$ cat config.mk
export PLATFORM = sky130hd
export DESIGN_NAME = prog_loader
export DESIGN_NICKNAME = d
export VERILOG_FILES = /design/src/rtl/sap_pkg.sv /design/src/rtl/prog_loader.sv
export SDC_FILE = /design/constraint.sdc
export NUM_CORES = 1
export LEC_CHECK = 0
export ABC_CLOCK_PERIOD_IN_PS = 5750
export CAP_MARGIN = 20
export CORE_MARGIN = 1
export CORE_UTILIZATION = 35
export DETAILED_ROUTE_END_ITERATION = 10
export GPL_ROUTABILITY_DRIVEN = 0
export PLACE_DENSITY_LB_ADDON = 0.2
export REMOVE_ABC_BUFFERS = 1
export SETUP_SLACK_MARGIN = 0.2
export SYNTH_ARGS = -nofsm -noshare
export SYNTH_HDL_FRONTEND = slang
export SYNTH_SLANG_ARGS = --single-unit
$ cat constraint.sdc
create_clock -name clk -period 5.75 [get_ports clk]
set_input_delay 1.15 -clock clk [delete_from_list [all_inputs] [get_ports clk]]
set_output_delay 1.15 -clock clk [all_outputs]
set_load 0.005 [all_outputs]
$ cat src/rtl/sap_pkg.sv
// Shared SAP CPU definitions: program-loader FSM states and loader error codes.
package sap_pkg;

  typedef enum logic [2:0] {
    IDLE,
    LOAD,
    VERIFY,
    RELEASE,
    ERROR
  } loader_state_t;

  localparam logic [1:0] ERR_NONE   = 2'b00;
  localparam logic [1:0] ERR_CSUM   = 2'b01;
  localparam logic [1:0] ERR_OVF    = 2'b10;
  localparam logic [1:0] ERR_VERIFY = 2'b11;

endpackage

$ cat src/rtl/prog_loader.sv
// Program loader for the SAP CPU: streams an image into program memory, checks its
// trailing checksum, reads it back to verify, then releases the CPU from reset.
module prog_loader
  import sap_pkg::*;
#(
  parameter int ADDR_W      = 4,
  parameter int DATA_W      = 8,
  parameter int HOLD_CYCLES = 2
) (
  input  logic              clk,
  input  logic              rst,
  input  logic              start,
  input  logic              in_valid,
  output logic              in_ready,
  input  logic [DATA_W-1:0] in_data,
  input  logic              in_last,
  output logic              mem_we,
  output logic              mem_re,
  output logic [ADDR_W-1:0] mem_addr,
  output logic [DATA_W-1:0] mem_wdata,
  input  logic [DATA_W-1:0] mem_rdata,
  output logic              cpu_hold,
  output logic              busy,
  output logic              done,
  output logic              err,
  output logic [1:0]        err_code,
  output logic [ADDR_W:0]   byte_count
);

  localparam int              CNT_W    = ADDR_W + 1;
  localparam int              HOLD_W   = (HOLD_CYCLES > 1) ? $clog2(HOLD_CYCLES) : 1;
  localparam logic [CNT_W-1:0] CAPACITY = CNT_W'(2 ** ADDR_W);

  loader_state_t state_q, state_d;

  logic [DATA_W-1:0] sum_q;
  logic [DATA_W-1:0] vsum_q;
  logic [CNT_W-1:0]  vcnt_q;
  logic              rd_pending_q;
  logic [HOLD_W-1:0] hold_q;
  logic [ADDR_W-1:0] wr_addr_q;

  logic              data_beat, last_beat, full, verify_end;
  logic              start_load, set_err;
  logic [1:0]        err_val;
  logic [DATA_W-1:0] csum, vsum_final;

  assign in_ready   = (state_q == LOAD);
  assign busy       = (state_q != IDLE);
  assign data_beat  = in_valid && in_ready && !in_last;
  assign last_beat  = in_valid && in_ready && in_last;
  assign full       = (byte_count == CAPACITY);
  assign csum       = sum_q + in_data;

  // Reads are issued combinationally so VERIFY takes exactly byte_count+1 cycles:
  // one per address, plus one for the final read data to return.
  assign mem_re     = (state_q == VERIFY) && (vcnt_q < byte_count);
  assign mem_addr   = mem_re ? vcnt_q[ADDR_W-1:0] : wr_addr_q;
  assign vsum_final = rd_pending_q ? vsum_q + mem_rdata : vsum_q;
  assign verify_end = (state_q == VERIFY) && (vcnt_q == byte_count);

  always_comb begin
    // NOTE: every variable gets a default before the case, so no path can infer a latch.
    state_d    = state_q;
    start_load = 1'b0;
    set_err    = 1'b0;
    err_val    = ERR_NONE;
    case (state_q)
      IDLE, ERROR: begin
        if (start) begin
          state_d    = LOAD;
          start_load = 1'b1;
        end
      end
      LOAD: begin
        if (last_beat) begin
          if (csum == '0) begin
            state_d = VERIFY;
          end else begin
            state_d = ERROR;
            set_err = 1'b1;
            err_val = ERR_CSUM;
          end
        end else if (data_beat && full) begin
          state_d = ERROR;
          set_err = 1'b1;
          err_val = ERR_OVF;
        end
      end
      VERIFY: begin
        if (verify_end) begin
          if (vsum_final == sum_q) begin
            state_d = RELEASE;
          end else begin
            state_d = ERROR;
            set_err = 1'b1;
            err_val = ERR_VERIFY;
          end
        end
      end
      RELEASE: begin
        if (hold_q == HOLD_W'(HOLD_CYCLES - 1)) state_d = IDLE;
      end
      default: state_d = IDLE;
    endcase
  end

  // Reset clears only the loader's own registers; the program memory keeps whatever
  // was written before an abort.
  always_ff @(posedge clk) begin
    if (!rst) begin
      state_q      <= IDLE;
      mem_we       <= 1'b0;
      mem_wdata    <= '0;
      wr_addr_q    <= '0;
      cpu_hold     <= 1'b0;
      done         <= 1'b0;
      err          <= 1'b0;
      err_code     <= ERR_NONE;
      byte_count   <= '0;
      sum_q        <= '0;
      vsum_q       <= '0;
      vcnt_q       <= '0;
      rd_pending_q <= 1'b0;
      hold_q       <= '0;
    end else begin
      // NOTE: non-blocking assignments, so every register here sees pre-edge values.
      state_q <= state_d;
      mem_we  <= 1'b0;
      hold_q  <= (state_q == RELEASE) ? hold_q + HOLD_W'(1) : '0;

      if (start_load) begin
        cpu_hold   <= 1'b1;
        done       <= 1'b0;
        err        <= 1'b0;
        err_code   <= ERR_NONE;
        byte_count <= '0;
        sum_q      <= '0;
      end

      if (data_beat && !full) begin
        mem_we     <= 1'b1;
        wr_addr_q  <= byte_count[ADDR_W-1:0];
        mem_wdata  <= in_data;
        byte_count <= byte_count + CNT_W'(1);
        sum_q      <= csum;
      end

      if (last_beat) begin
        vcnt_q       <= '0;
        vsum_q       <= '0;
        rd_pending_q <= 1'b0;
      end

      if (state_q == VERIFY) begin
        vcnt_q       <= vcnt_q + CNT_W'(1);
        rd_pending_q <= mem_re;
        vsum_q       <= vsum_final;
      end

      if (state_q == RELEASE && state_d == IDLE) begin
        cpu_hold <= 1'b0;
        done     <= 1'b1;
      end

      if (set_err) begin
        err      <= 1'b1;
        err_code <= err_val;
      end
    end
  end

endmodule

==> flow_metrics.env, run 1 <==
export IMPL_antenna_left=0
export IMPL_worstPathCellList="inv_1, ha_1, nor2b_1, o21a_1, o21a_1, o21ai_1, nand2_1, mux2_1, clkdlybuf4s50_1"
export IMPL_port_buffer_count=46
export IMPL_multi_input_area_um2=2150
export IMPL_synth_top_family_by_area="simple AND/OR/NAND/NOR gates"
export IMPL_ys_types=61
export IMPL_cts_num_sinks=49
export IMPL_yosysSeqAreaShare_pct=29.9
export IMPL_final_cells=559
export IMPL_synth_most_common_cell="nand2_1"
export IMPL_swShare_pct=24.3
export IMPL_layout_setup_ws_ns=1.83
export IMPL_synth_seq_cells=49
export IMPL_finalCritPeriodShare_pct=68.1
export IMPL_rsz0062_at_grt="false"
export IMPL_ctsHoldBuffers=0
export IMPL_htreeDepth=2
export IMPL_cts_tree="done"
export IMPL_first_pass_iters=4
export IMPL_final_area_um2=3960
export IMPL_seq_power_share_pct=46.7
export IMPL_synth_top_area_share_pct=29.9
export IMPL_synth_mux_area_share_pct=1.64
export IMPL_r2r_cells=8
export IMPL_area_sequential_um2=981
export IMPL_timing_rr_start="sum_q[0]"
export IMPL_drive_gt1_share_pct=3.99
export IMPL_r2r_end="err"
export IMPL_post_drt_via_cell_ratio=5.43
export IMPL_synth_async_reset_ratio_pct=0
export IMPL_setup_worst_path_end_class="output pin"
export IMPL_core_area_um2=8890
export IMPL_synth_edff_count=0
export IMPL_drt_iter0_drc=99
export IMPL_cp_num_buf_inv=2
export IMPL_synth_compound_area_share_pct=23.2
export IMPL_hold_start="mem_wdata[4]"
export IMPL_intPower_uw=566
export IMPL_post_route_util_pct=44.5
export IMPL_synthSimpleGateAreaFrac_pct=25.7
export IMPL_avgSynthCellArea_um2=7.97
export IMPL_wl_per_cell_um=15.4
export IMPL_tightest_slew_ns=0.675
export IMPL_slew_headroom_pct=54.9
export IMPL_io_pins=47
export IMPL_dpl_instance_area_um2=3830
export IMPL_max_stage_delay_ns=0.47
export IMPL_ctsResizeCount=0
export IMPL_fin_crit_ns=3.92
export IMPL_antenna_found_initial=0
export IMPL_required_ns=4.60
export IMPL_synth_fa_ha_area_share_pct=9.60
export IMPL_hpwl_um=6380
export IMPL_cp_data_arrival_time_ns=2.77
export IMPL_routed_wl_um=8620
export IMPL_hp_class="flop to flop"
export IMPL_crit_type="flop to output pin"
export IMPL_post_cts_repair_setup_buffers=0
export IMPL_pwr_share_comb_pct=13.5
export IMPL_n_fill_cell=903
export IMPL_synth_xor_area_share_pct=5.34
export IMPL_synth_ff_type="dfxtp_1"
export IMPL_tns_ns=0
export IMPL_skew_ns=0.00808
export IMPL_min_to="mem_wdata[4]"
export IMPL_critPathLaunchType="flop"
export IMPL_r2r_slack_ns=2.98
export IMPL_fin_nets=495
export IMPL_cts_buffer_depth=2
export IMPL_cts_buffers_inserted=5
export IMPL_clk_latency_ns=0.31
export IMPL_diodes=0
export IMPL_clockPowerShare_pct=39.7
export IMPL_area_growth_synth_to_final_pct=20.6
export IMPL_die_area_um2=9770
export IMPL_hold_violations=0
export IMPL_grt_max_degree=33
export IMPL_start_util_pct=36.9
export IMPL_hold_depth=2
export IMPL_drv_slew=0
export IMPL_synth_common_cells="nand2_1 (52), dfxtp_1 (49), nor2_1 (23)"
export IMPL_dp_cells=551
export IMPL_timing_fmax_mhz=255
export IMPL_num_rows=34
export IMPL_place_ws_ns=1.81
export IMPL_grt_usage_pct=18.3
export IMPL_yosysTopAreaCell="dfxtp_1"
export IMPL_slowest_stage="dfxtp_1"
export IMPL_yosysWarningCount=0
export IMPL_crit_path_max_fanout=7
export IMPL_p_leak_uw=0.00147
export IMPL_cpMostUsedCell="o21a_1"
export IMPL_grt_pass1_vias=2989
export IMPL_switching_power_uw=182
export IMPL_synthTopCellsByArea="dfxtp_1 (30%), ha_1 (8.4%), nand2_1 (5.9%), nor2b_1 (3.4%), a21oi_1 (3.2%)"
export IMPL_syn_inst=412
export IMPL_ir_drop_mv=0.102
export IMPL_dieHeight_um=98.9
export IMPL_power_density_nw_per_um2=189
export IMPL_cpLargestDelayFamily="buffers and inverters"
export IMPL_clk_pin_slew_worst_paths_ns=0.10
export IMPL_status="finished, final reports clean"
export IMPL_overflow=0
export IMPL_vias=3034
export IMPL_grt_first_pass_wirelength_um=14400
export IMPL_drc_errors=0
export IMPL_cts_root_buffer_cell="clkbuf_8"
export IMPL_synth_area_um2=3280
export IMPL_maxCapViolations=0
export IMPL_setup_violations=0
export IMPL_die_w_um=98.9
==> per-stage QoR <==
step,power [uW],hold slack [ns]
floorplan,412,0.433
global placement,457,0.442
detailed placement,458,0.449
CTS,757,0.463
global route,783,0.479
finish,748,0.458
==> worst min-delay path, stage by stage (launching register included) <==
cell      delay (ns)
dfxtp_1         0.32
nand2_1         0.05
a21boi_1        0.05
==> power groups by stage <==
stage,registers (uW),logic (uW),clock network (uW)
floorplan,356,56.1,0
global placement,357,99.8,0
detailed placement,357,101,0
CTS,350,102,305
global route,350,112,320
finish,349,101,297
==> routing by layer <==
layer	track usage [%]	share of wire [%]	vias to the layer above
met2	29.4	45	57
met5	0	0	-
met4	5.05	0.67	0
met1	25.5	50	1434
li1	-	-	1539
met3	2.84	3.5	4
==> final cells by class <==
cell class | count | area share, %
Clock buffer | 5 | 1.74
Clock inverter | 3 | 1.64
Inverter | 21 | 1.99
Multi-Input combinational cell | 324 | 54.2
Sequential cell | 49 | 24.8
Tap cell | 108 | 3.41
Timing Repair Buffer | 49 | 12.2
==> cells in the final DEF (no fill, tap or decap), types with 3 or more instances in the layout <==
cell,Yosys,layout
a21boi_0,9,9
a21boi_1,11,11
a21oi_1,21,21
a22oi_1,9,9
a31oi_1,5,5
and2_1,4,4
and3_1,5,5
buf_4,0,3
clkbuf_8,0,5
clkdlybuf4s50_1,0,46
dfxtp_1,49,49
ha_1,22,22
inv_1,21,21
mux2_1,3,3
nand2_1,52,52
nand2b_1,7,7
nand3_1,21,21
nand3b_1,4,4
nand4_1,4,4
nor2_1,23,23
nor2b_1,18,18
nor3_1,6,6
nor3b_1,3,3
o21a_1,6,6
o21ai_0,17,17
o21ai_1,9,9
or3_1,3,3
xnor2_1,11,11
xor2_1,9,9
==> logic make-up after synthesis <==
logic type	Yosys count
AO/OA/AOI/OAI	112
AND/OR/NAND/NOR	163
adder cells (fa/ha/maj)	24
XOR/XNOR	20
multiplexers	5
buffers and inverters	39
flip-flops	49
==> flip-flops by register name, indices dropped and copies added (netlist names), 2 cells and up <==
| name | flops |
|---|---|
| mem_wdata | 8 |
| state_q | 3 |
| vcnt_q | 5 |
| wr_addr_q | 4 |
| vsum_q | 8 |
| sum_q | 8 |
| byte_count | 5 |
| err_code | 2 |
==> how the worst max path moves through the flow <==
stage	from	endpoint	depth (start not counted)
after floorplan	in_data[0]	err	8
after global placement	in_data[0]	err	9
after detailed placement	mem_rdata[0]	err	11
after CTS	byte_count[1]	mem_addr[3]	9
after global routing	byte_count[1]	mem_addr[2]	9
final	byte_count[1]	mem_addr[3]	9
Power figures use the tool's default switching activity.
==> run 2, diff against run 1 <==
--- a/config.mk
+++ b/config.mk
@@ -5,7 +5,7 @@
 export SDC_FILE = /design/constraint.sdc
 export NUM_CORES = 1
 export LEC_CHECK = 0
-export ABC_CLOCK_PERIOD_IN_PS = 5750
+export ABC_CLOCK_PERIOD_IN_PS = 3700
 export CAP_MARGIN = 20
 export CORE_MARGIN = 1
 export CORE_UTILIZATION = 35
==> constraint.sdc (replaced) <==
create_clock -name clk -period 3.7 [get_ports clk]
set_input_delay 0.74 -clock clk [delete_from_list [all_inputs] [get_ports clk]]
set_output_delay 0.74 -clock clk [all_outputs]
set_load 0.005 [all_outputs]
==> flow_metrics.env, run 2 (synthesized netlist as in run 1, its figures left out) <==
export IMPL_diodes=0
export IMPL_crit_path_max_fanout=7
export IMPL_cts_tree="done"
export IMPL_start_util_pct=36.9
export IMPL_max_stage_delay_ns=0.45
export IMPL_worstPathCellList="inv_1, ha_1, nor2b_1, o21a_1, o21a_1, o21ai_1, nand2_1, mux2_1, clkdlybuf4s50_1"
export IMPL_drv_slew=0
export IMPL_die_w_um=98.9
export IMPL_dieHeight_um=98.9
export IMPL_antenna_found_initial=0
export IMPL_cp_data_arrival_time_ns=2.59
export IMPL_hold_depth=2
export IMPL_hold_violations=0
export IMPL_power_density_nw_per_um2=261
export IMPL_num_rows=34
export IMPL_grt_usage_pct=18.1
export IMPL_routed_wl_um=8620
export IMPL_status="finished, final reports clean"
export IMPL_slowest_stage="clkdlybuf4s50_1"
export IMPL_most_common_layout_cells="nand2_1 (52), dfxtp_1 (49), clkdlybuf4s50_1 (46), nor2_1 (23), ha_1 (22)"
export IMPL_cts_root_buffer_cell="clkbuf_8"
export IMPL_drt_iter0_drc=118
export IMPL_overflow=0
export IMPL_drc_errors=0
export IMPL_fin_crit_ns=3.33
export IMPL_slew_headroom_pct=57.5
export IMPL_layout_commonest_cell="nand2_1"
export IMPL_finalCritPeriodShare_pct=90.1
export IMPL_io_pins=47
export IMPL_clk_latency_ns=0.31
export IMPL_timing_fmax_mhz=300
export IMPL_grt_pass1_vias=2957
export IMPL_p_leak_uw=0.00147
export IMPL_cts_buffer_depth=2
export IMPL_cpMostUsedCell="o21a_1"
export IMPL_top_regs="mem_wdata: 8 flops, sum_q: 8 flops, vsum_q: 8 flops"
export IMPL_cts_num_sinks=49
export IMPL_fin_nets=500
export IMPL_post_drt_via_cell_ratio=5.39
export IMPL_grt_first_pass_wirelength_um=14300
export IMPL_r2r_cells=10
export IMPL_crit_type="flop to output pin"
export IMPL_skew_ns=0.0112
export IMPL_port_buffer_count=46
export IMPL_ctsHoldBuffers=0
export IMPL_ctsResizeCount=0
export IMPL_wl_per_cell_um=15.3
export IMPL_htreeDepth=2
export IMPL_area_growth_synth_to_final_pct=20.4
export IMPL_required_ns=2.96
export IMPL_maxCapViolations=0
export IMPL_ir_drop_mv=0.176
export IMPL_final_area_um2=3950
export IMPL_rsz0062_at_grt="false"
export IMPL_grt_max_degree=28
export IMPL_first_pass_iters=4
export IMPL_place_ws_ns=0.138
export IMPL_vias=3039
export IMPL_core_area_um2=8890
export IMPL_tns_ns=0
export IMPL_cts_buffers_inserted=5
export IMPL_tightest_slew_ns=0.637
export IMPL_antenna_left=0
export IMPL_clk_pin_slew_worst_paths_ns=0.10
export IMPL_die_area_um2=9770
export IMPL_layout_setup_ws_ns=0.368
export IMPL_drive_gt1_share_pct=4.82
export IMPL_dpl_instance_area_um2=3860
export IMPL_hpwl_um=6500
export IMPL_setup_violations=0
export IMPL_setup_worst_path_end_class="output pin"
export IMPL_post_cts_repair_setup_buffers=0
export IMPL_hp_class="flop to flop"
export IMPL_critPathLaunchType="flop"
==> run 2: cell count changes in the layout (fill, tap and decap cells not counted) <==
cell	change
buf_4	+5
bufinv_16	-2
clkbuf_1	+1
clkinv_2	-1
clkinvlp_4	+2
==> run 2: final timing paths <==
check,startpoint,endpoint,slack [ns]
min,mem_wdata[7],mem_wdata[7],0.46
max,byte_count[1],mem_addr[3],0.37
min reg2reg,mem_wdata[7],mem_wdata[7],0.46
max reg2reg,vsum_q[0],err,0.98
==> run 2: cell type report <==
cell class,count,area (um2)
clock inverter,2,15.0
clock buffer,6,72.6
fill,897,4940
tap,108,135
timing repair buffer,54,520
inverter,21,78.8
sequential,49,981
multi-input combinational,324,2150
==> run 2: worst max-delay path: cells and delay by family, from the launching register on <==
family,cells,cell delay [ns]
multiplexers,1,0.36
flip-flops,1,0.34
AO/OA/AOI/OAI,3,0.45
AND/OR/NAND/NOR,2,0.32
buffers and inverters,2,0.52
adder cells (fa/ha/maj),1,0.31
==> run 2: power by group <==
part           total, uW  leakage, uW  internal [uW]  switching, uW
combinational        159      0.00104           77.8           81.5
sequential           543     0.000396            535           7.91
clock                328    0.0000374            134            194
==> run 2: stage by stage <==
step | total power, uW | instances | utilization, % | hold WS (ns)
after floorplan | 640 | 394 | - | 0.433
after global placement | 712 | 556 | 43.5 | 0.443
after detailed placement | 714 | 556 | 43.5 | 0.447
after CTS | 1040 | 564 | 44.4 | 0.463
after global routing | 1080 | 564 | 44.4 | 0.484
final | 1030 | 564 | 44.4 | 0.459
==> run 2: per-layer routing <==
metal  part of all wire, %  GRT usage (%)
met5                     0              0
met3                   3.3           2.62
met4                   1.4           4.82
met2                    45           29.4
met1                    50           24.9
